--- config.mk ---
export PLATFORM = sky130hd
export DESIGN_NAME = dadda_err_monitor
export DESIGN_NICKNAME = d
export VERILOG_FILES = /design/src/rtl/dadda_err_monitor.sv
export SDC_FILE = /design/constraint.sdc
export NUM_CORES = 1
export LEC_CHECK = 0
export ABC_AREA = 1
export ABC_CLOCK_PERIOD_IN_PS = 5900
export CAP_MARGIN = 20
export CELL_PAD_IN_SITES_DETAIL_PLACEMENT = 1
export CELL_PAD_IN_SITES_GLOBAL_PLACEMENT = 1
export CORE_UTILIZATION = 42
export DETAILED_ROUTE_END_ITERATION = 10
export MAX_ROUTING_LAYER = met4
export PLACE_DENSITY = 0.81
export SYNTH_ARGS = -nofsm -noshare
export SYNTH_HDL_FRONTEND = slang
export SYNTH_SLANG_ARGS = --single-unit
--- constraint.sdc ---
create_clock -name clk -period 5.9 [get_ports clk]
set_input_delay 1.18 -clock clk [delete_from_list [all_inputs] [get_ports clk]]
set_output_delay 1.18 -clock clk [all_outputs]
set_load 0.02 [all_outputs]
--- src/rtl/dadda_err_monitor.sv ---
// Error-statistics monitor for an approximate 8x8 multiplier: accepts (A,B,P) samples,
// accumulates count/error-count/sum|ed|/max|ed|. Optional signed sum via DADDA_ERR_MON_SIGNED_ED_EN.
module dadda_err_monitor #(
  parameter int unsigned N_SAMPLES = 10000
) (
  input  logic        clk,
  input  logic        rst_n,
  input  logic        start,
  input  logic        in_valid,
  output logic        in_ready,
  input  logic [7:0]  A,
  input  logic [7:0]  B,
  input  logic [15:0] P,
  output logic [31:0] sample_count,
  output logic [31:0] err_count,
  output logic [39:0] sum_ed_abs,
`ifdef DADDA_ERR_MON_SIGNED_ED_EN
  output logic [39:0] sum_ed,
`endif
  output logic [15:0] max_ed,
  output logic        busy,
  output logic        done
);

  typedef enum logic [1:0] {
    S_IDLE,
    S_RUN,
    S_DONE
  } state_e;

  localparam logic [31:0] NCNT = 32'(N_SAMPLES);

  state_e      state_q, state_d;
  logic [31:0] acc_cnt_q, acc_cnt_d;
  logic        take;
  logic        accept;

  logic        v1_q;
  logic [7:0]  a1_q, b1_q;
  logic [15:0] p1_q;
  logic        v2_q;
  logic [15:0] ed2_q;
  logic [15:0] exact;
  logic [15:0] ed_d;

  logic [31:0] cnt_q, err_q;
  logic [39:0] sum_q;
  logic [15:0] max_q;

`ifdef DADDA_ERR_MON_SIGNED_ED_EN
  logic [16:0] diff_d, diff2_q;
  logic [39:0] sed_q;
`endif

  always_comb begin
    take     = start && (state_q != S_RUN);
    in_ready = (state_q == S_RUN) && (acc_cnt_q < NCNT);
    accept   = in_valid && in_ready;

    state_d = state_q;
    unique case (state_q)
      S_IDLE:  if (start) state_d = S_RUN;
      // Stage-1 empty with the quota reached means the last sample accumulates on
      // this edge, so done rises together with the final counter values.
      S_RUN:   if ((acc_cnt_q == NCNT) && !v1_q) state_d = S_DONE;
      S_DONE:  if (start) state_d = S_RUN;
      default: state_d = S_IDLE;
    endcase

    acc_cnt_d = acc_cnt_q;
    if (take)        acc_cnt_d = '0;
    else if (accept) acc_cnt_d = acc_cnt_q + 32'd1;
  end

  always_comb begin
    exact = 16'(a1_q) * 16'(b1_q);
    ed_d  = (exact >= p1_q) ? (exact - p1_q) : (p1_q - exact);
`ifdef DADDA_ERR_MON_SIGNED_ED_EN
    diff_d = {1'b0, exact} - {1'b0, p1_q};
`endif
  end

  always_ff @(posedge clk or negedge rst_n) begin
    if (!rst_n) begin
      state_q   <= S_IDLE;
      acc_cnt_q <= '0;
    end else begin
      state_q   <= state_d;
      acc_cnt_q <= acc_cnt_d;
    end
  end

  always_ff @(posedge clk or negedge rst_n) begin
    if (!rst_n) begin
      v1_q  <= 1'b0;
      a1_q  <= '0;
      b1_q  <= '0;
      p1_q  <= '0;
      v2_q  <= 1'b0;
      ed2_q <= '0;
`ifdef DADDA_ERR_MON_SIGNED_ED_EN
      diff2_q <= '0;
`endif
    end else begin
      v1_q <= accept;
      if (accept) begin
        a1_q <= A;
        b1_q <= B;
        p1_q <= P;
      end
      v2_q <= v1_q;
      if (v1_q) begin
        ed2_q <= ed_d;
`ifdef DADDA_ERR_MON_SIGNED_ED_EN
        diff2_q <= diff_d;
`endif
      end
    end
  end

  always_ff @(posedge clk or negedge rst_n) begin
    if (!rst_n) begin
      cnt_q <= '0;
      err_q <= '0;
      sum_q <= '0;
      max_q <= '0;
`ifdef DADDA_ERR_MON_SIGNED_ED_EN
      sed_q <= '0;
`endif
    end else if (take) begin
      cnt_q <= '0;
      err_q <= '0;
      sum_q <= '0;
      max_q <= '0;
`ifdef DADDA_ERR_MON_SIGNED_ED_EN
      sed_q <= '0;
`endif
    end else if (v2_q) begin
      cnt_q <= cnt_q + 32'd1;
      if (ed2_q != '0) err_q <= err_q + 32'd1;
      sum_q <= sum_q + 40'(ed2_q);
      if (ed2_q > max_q) max_q <= ed2_q;
`ifdef DADDA_ERR_MON_SIGNED_ED_EN
      sed_q <= sed_q + {{23{diff2_q[16]}}, diff2_q};
`endif
    end
  end

  assign sample_count = cnt_q;
  assign err_count    = err_q;
  assign sum_ed_abs   = sum_q;
  assign max_ed       = max_q;
`ifdef DADDA_ERR_MON_SIGNED_ED_EN
  assign sum_ed       = sed_q;
`endif
  assign busy         = (state_q == S_RUN);
  assign done         = (state_q == S_DONE);

endmodule

; Yosys cells after proc, flatten, opt, wreduce, memory -nomap -nowiden
; Index checks and enable logic that the tools add are counted.
[op_classes]
n_reduce_logical = 15
n_eq_ne = 6
multipliers = 1
muxes = 16
magnitude_cmp = 3
add_sub_neg = 6
[ops]
columns = op, n
row1 = 32-bit 2-to-1 mux, 7
row2 = 32-bit by 1-bit adder with 32-bit output (second input constant), 3
row3 = 40-bit 2-to-1 mux, 2
row4 = 16-bit 2-to-1 mux, 4
row5 = 40-bit by 16-bit adder with 40-bit output, 1
row6 = 32-bit by 14-bit equality test with 1-bit output (second input constant), 1
row7 = 32-bit by 14-bit < comparator with 1-bit output (second input constant), 1
row8 = 16-bit subtractor, 2
row9 = 16-bit greater-or-equal comparator, 1
row10 = 16-bit greater-than comparator, 1
row11 = 8-bit by 8-bit multiplier with 16-bit output, 1
row12 = 16-bit nonzero test, 1
row13 = 2-bit nonzero test, 4
row14 = 2-bit by 1-bit inequality test with 1-bit output (second input constant), 3
row15 = 2-bit AND reduction, 3
row16 = 1-bit logical AND, 4
row17 = 2-bit 2-to-1 mux, 2
row18 = 2-bit one-hot mux with 2 select lines, 1
row19 = 2-bit by 1-bit equality test with 1-bit output (second input constant), 1
row20 = 2-bit equality test (second input constant), 1
row21 = 2-bit logical NOT, 1
row22 = 2-bit OR reduction, 1
row23 = 1-bit logical NOT, 1
[word_totals]
register_bits = 204
out_inout_bits = 123

; Depth between registers and ports, before layout
[depth]
ltp_word = 5
mapped_depth = 34
depth_no_buf = 32

; Worst setup path before layout
; No wires, ideal clock.
[synth_path]
kind = register to register
from = register b1_q[7]
to = register ed2_q[7]
slack_ps = 488
arrival_ps = 5294
period_less_slack_ps = 5412
setup_ps = 117
required_time_ps = 5783
path_buffers = 2
stages_incl_launch_ff = 30
path_cell_list = dfrtp_1 clkbuf_1 nand2_1 fa_1 fa_1 inv_1 fa_1 inv_1 fa_1 inv_1 ha_1 a21o_1 a21oi_1 o21ai_0 nand2_1 nand2_1 xor2_1 ha_1 nand2_1 inv_1 nand3_1 nor3_1 nand2_1 nand2_4 inv_2 buf_6 nand2_1 nand2_1 nand2_1 nand2_1
[synth_between]
elab_chain_len = 3
word_cells_on_any_way = 5
classes_between = 2 x add/sub / 1 x mul / 1 x order compare / 1 x mux
[synth_lines]
columns = element, line_no
row1 = "start, declared", 39  ; logic [7:0] a1_q, b1_q;
row2 = "start signal, assigned", 97  ; b1_q <= '0;
row3 = "start signal, assigned", 108  ; b1_q <= B;
row4 = 8-bit by 8-bit multiplier with 16-bit output (*), 76  ; exact = 16'(a1_q) * 16'(b1_q);
row5 = 16-bit subtractor or 16-bit greater-or-equal comparator (tied branches), 77  ; ed_d = (exact >= p1_q) ? (exact - p1_q) : (p1_q - exact);
row6 = 16-bit 2-to-1 mux (*), 77
row7 = "end signal, assigned", 100  ; ed2_q <= '0;
row8 = "end signal, assigned", 113  ; ed2_q <= ed_d;
row9 = "end, declared", 42  ; logic [15:0] ed2_q;
; Every way passes the cells marked *; elsewhere a longest branch is shown, timed or not.
; A chain may end at the register's enable or synchronous reset.

; Worst setup path in the final report
[layout_path]
from = register a1_q[1]
to = register ed2_q[10]
[layout_between]
elab_chain_len = 3
word_cells_on_any_way = 5
classes_between = 2 x add/sub / 1 x mul / 1 x order compare / 1 x mux
[layout_lines]
columns = element, line_no
row1 = "start, declared", 39
row2 = "start signal, assigned", 96  ; a1_q <= '0;
row3 = "start signal, assigned", 107  ; a1_q <= A;
row4 = 8-bit by 8-bit multiplier with 16-bit output (*), 76
row5 = 16-bit subtractor or 16-bit greater-or-equal comparator (tied branches), 77
row6 = 16-bit 2-to-1 mux (*), 77
; Marked as above.

==> run metrics <==
worst-skew pair later-pin latency=about 570 ps; run status=completed; number of max-capacitance violations reported=0; number of flops mapped to enable cells by yosys=0; Die Footprint=39400 um2; Area Growth Syn to Fin=18.7%; yosys warns=0; Die Y=198 um; number of DRC violations after detailed routing=0; average cell area after synthesis=between 6 and 7 um2; portion of the post-synthesis area used by sequential elements=31.5%; TritonCTS buffer count=27; Worst Hold Margin=between 400 and 500 ps; pin count of the biggest net entering global routing=approximately 110; Worst Hold Path EP=acc_cnt_q[24]; # H-tree levels=1; CTS Root Buffer Type=sky130_fd_sc_hd__clkbuf_16; Antenna Violating Nets Remaining=0; clock tree from TritonCTS=yes; gp weighted congestion=between 0.9 and 1; starting utilization of the core area=approximately 43%; start point of the worst min-delay path=acc_cnt_q[24]; required time worst endpoint=~6300 ps; Core ar.=around 38000 um2; share of cells above drive strength 1=5.35%; Placement Setup Slack=-31.9 ps; highest net fanout along the worst path=11; routed via count divided by cell count=between 5 and 6; Worst EP arrival=between 6000 and 7000 ps; Netlist cell types=between 40 and 50; net count after synthesis=roughly 2600; HPWL after detailed placement=~40000 um; die width=~200 um; clock sinks=around 200; count of routing violations after the opening detailed-route iteration=roughly 690; reg-to-reg critical path endpoint=ed2_q[10]; critical path launch point=a1_q[1]; Max-slew headroom=34.4%; antenna violations before repair=0; total of endpoints with negative setup slack in the final report=0; hold path cells=2; post-route minimum period=5600 ps; part of the cycle the worst path needs=between 90% and 100%; Total Routed Length=approximately 52000 um; first-pass GRT wire length=roughly 85000 um; CP endpoint kind=flip-flop; Final Max Tran Viols=0; layout net count=2720; clock slew seen by the registers of the worst setup and hold paths=roughly 60 ps; leftover overflow at the end of global routing=0; Mapped Cells=2407; maximum buffer depth of the clock tree=3; area of the mapped netlist=16200 um2; startpoint of the worst-slack reg-to-reg timing path=a1_q[1]; DR pass1 iterations=5; worst setup path class=flip-flop to flip-flop; share of flip-flops with an asynchronous set or reset after synthesis=between 90% and 100%; number of input and output port buffers inserted=between 150 and 200; Total GRT Usage=between 20% and 30%; worst clock skew on the final layout=22.5 ps; count of pins on the block boundary=between 150 and 200; worst hold path type=flip-flop to flip-flop; average detailed-routed wire length per instance=approximately 17 um; Post-CTS Hold Fix Bufs=0; total of flip-flops plus latches after synthesis=~200; min setup slack post-route=around 300 ps; Antenna Diode Count=0; startpoint types=flip-flop; slew at the pin closest to its max-slew limit=slightly below 1000 ps; FF-to-FF setup slack=300 ps; vias in the first global route=roughly 17000; most used flip-flop cell after synthesis=sky130_fd_sc_hd__dfrtp_1; maximum clock frequency=about 180 MHz; post-detailed-placement cell area=roughly 18000 um2; count of cells along the worst register-to-register path=26; number of vias after detailed routing=15900; row count=between 70 and 80; endpoints failing hold=0; Design Area, Final=between 15000 and 20000 um2
[final cells by class]
class	instances	area (um2)
Multi-Input combinational cell	1751	9370
Inverter	381	1430
Fill cell	4997	18600
Timing Repair Buffer	177	1730
Tap cell	511	639
Clock inverter	13	176
Sequential cell	204	5120
Clock buffer	37	773
[sequential cells by signal (all words and copies together), names as in the netlist, 16 cells and up]
signal and flops:
p1_q 16, sample_count 32, sum_ed_abs 40, acc_cnt_q 32, max_ed 16, ed2_q 16, err_count 32
[through the flow]
stage / cells / setup TNS, ps / utilization (%)
finish: 3074 / 0 / 50.8
global route: 3074 / -35.9 / 50.8
CTS: 3071 / 0 / 50.6
detailed placement: 3021 / -117 / 48.1
global placement: 3021 / 0 / 48.1
floorplan: 2407 / 0 / -
[layout by cell type, fill, tap and decap left out, types with 7 or more instances in the layout]
cell,n
sky130_fd_sc_hd__nor2_1,297
sky130_fd_sc_hd__inv_2,7
sky130_fd_sc_hd__nor2_2,15
sky130_fd_sc_hd__fa_1,39
sky130_fd_sc_hd__a21oi_1,83
sky130_fd_sc_hd__nor3_1,50
sky130_fd_sc_hd__dfrtp_2,9
sky130_fd_sc_hd__inv_1,370
sky130_fd_sc_hd__clkbuf_16,27
sky130_fd_sc_hd__nand2_1,740
sky130_fd_sc_hd__xnor2_1,10
sky130_fd_sc_hd__dfrtp_1,195
sky130_fd_sc_hd__nand4_1,54
sky130_fd_sc_hd__or2_2,8
sky130_fd_sc_hd__clkdlybuf4s50_1,157
sky130_fd_sc_hd__xor2_1,45
sky130_fd_sc_hd__o21ai_1,11
sky130_fd_sc_hd__nand3_1,172
sky130_fd_sc_hd__ha_1,98
sky130_fd_sc_hd__buf_4,18
sky130_fd_sc_hd__o21ai_0,64
[critical path, cell delays in order (launching register included)]
cell	delay, ps
sky130_fd_sc_hd__dfrtp_2	470
sky130_fd_sc_hd__nand2_1	100
sky130_fd_sc_hd__inv_1	60
sky130_fd_sc_hd__fa_1	450
sky130_fd_sc_hd__fa_1	540
sky130_fd_sc_hd__inv_1	50
sky130_fd_sc_hd__fa_1	460
sky130_fd_sc_hd__fa_1	540
sky130_fd_sc_hd__inv_1	40
sky130_fd_sc_hd__ha_1	340
sky130_fd_sc_hd__a21oi_1	190
sky130_fd_sc_hd__nand2_1	140
sky130_fd_sc_hd__a21oi_2	250
sky130_fd_sc_hd__buf_4	150
sky130_fd_sc_hd__xor2_1	200
sky130_fd_sc_hd__ha_2	370
sky130_fd_sc_hd__nand2_1	170
sky130_fd_sc_hd__inv_1	90
sky130_fd_sc_hd__a21oi_2	190
sky130_fd_sc_hd__nor2_1	70
sky130_fd_sc_hd__nor2_2	120
sky130_fd_sc_hd__nand2_4	100
sky130_fd_sc_hd__buf_6	160
sky130_fd_sc_hd__nand2_1	70
sky130_fd_sc_hd__nand2_1	50
sky130_fd_sc_hd__nand2_1	50
sky130_fd_sc_hd__nand2_1	70
[cells in the mapped netlist, drive strengths merged (10+ instances only)]
cell	count	area share (%)
nand2	747	17
inv	378	8.8
nor2	314	7.6
dfrtp	204	31
nand3	176	5.6
ha	103	7.9
a21oi	88	2.7
o21ai	76	2.3
nor3	55	1.9
nand4	54	2.1
xor2	45	2.4
buf	44	1.7
fa	39	4.8
clkbuf	27	0.66
xnor2	10	0.54
[timing repair]
item | in CTS | in global routing
resized for setup | 3 | 28
endpoints found under the setup margin | 15 | 15
pin swaps | 0 | 2
buffers inserted | 0 | 3
[per-layer routing]
metal | GRT usage [%] | wire (um) | vias up
met4 | 6.13 | 1130 | 0
met1 | 34.7 | 23200 | 7836
met2 | 47.4 | 25500 | 267
met5 | - | 0 | -
met3 | 3.12 | 1860 | 73
li1 | - | - | 7754
[worst max-delay path by stage]
| stage | to | cells past startpoint | slack, ps |
|---|---|---|---|
| floorplan | ed2_q[7] | 29 | 490 |
| global placement | ed2_q[2] | 26 | 250 |
| detailed placement | ed2_q[2] | 27 | -30 |
| CTS | ed2_q[2] | 27 | 0.8 |
| global route | ed2_q[1] | 24 | -20 |
| finish | ed2_q[10] | 26 | 300 |
[kinds of logic after synthesis]
group | Yosys count | share of synthesized area [%]
and+or+nand+nor | 1372 | 35.7
adders and majority gates | 142 | 12.8
buffers and inverters | 452 | 11.2
DFF | 204 | 31.5
xor gates and xnor gates | 55 | 2.97
AOI/OAI and AO/OA | 182 | 5.93
Power is left out: the tool's default activity adds up to more than one toggle a clock period on the data nets, which glitch-free logic cannot reach.
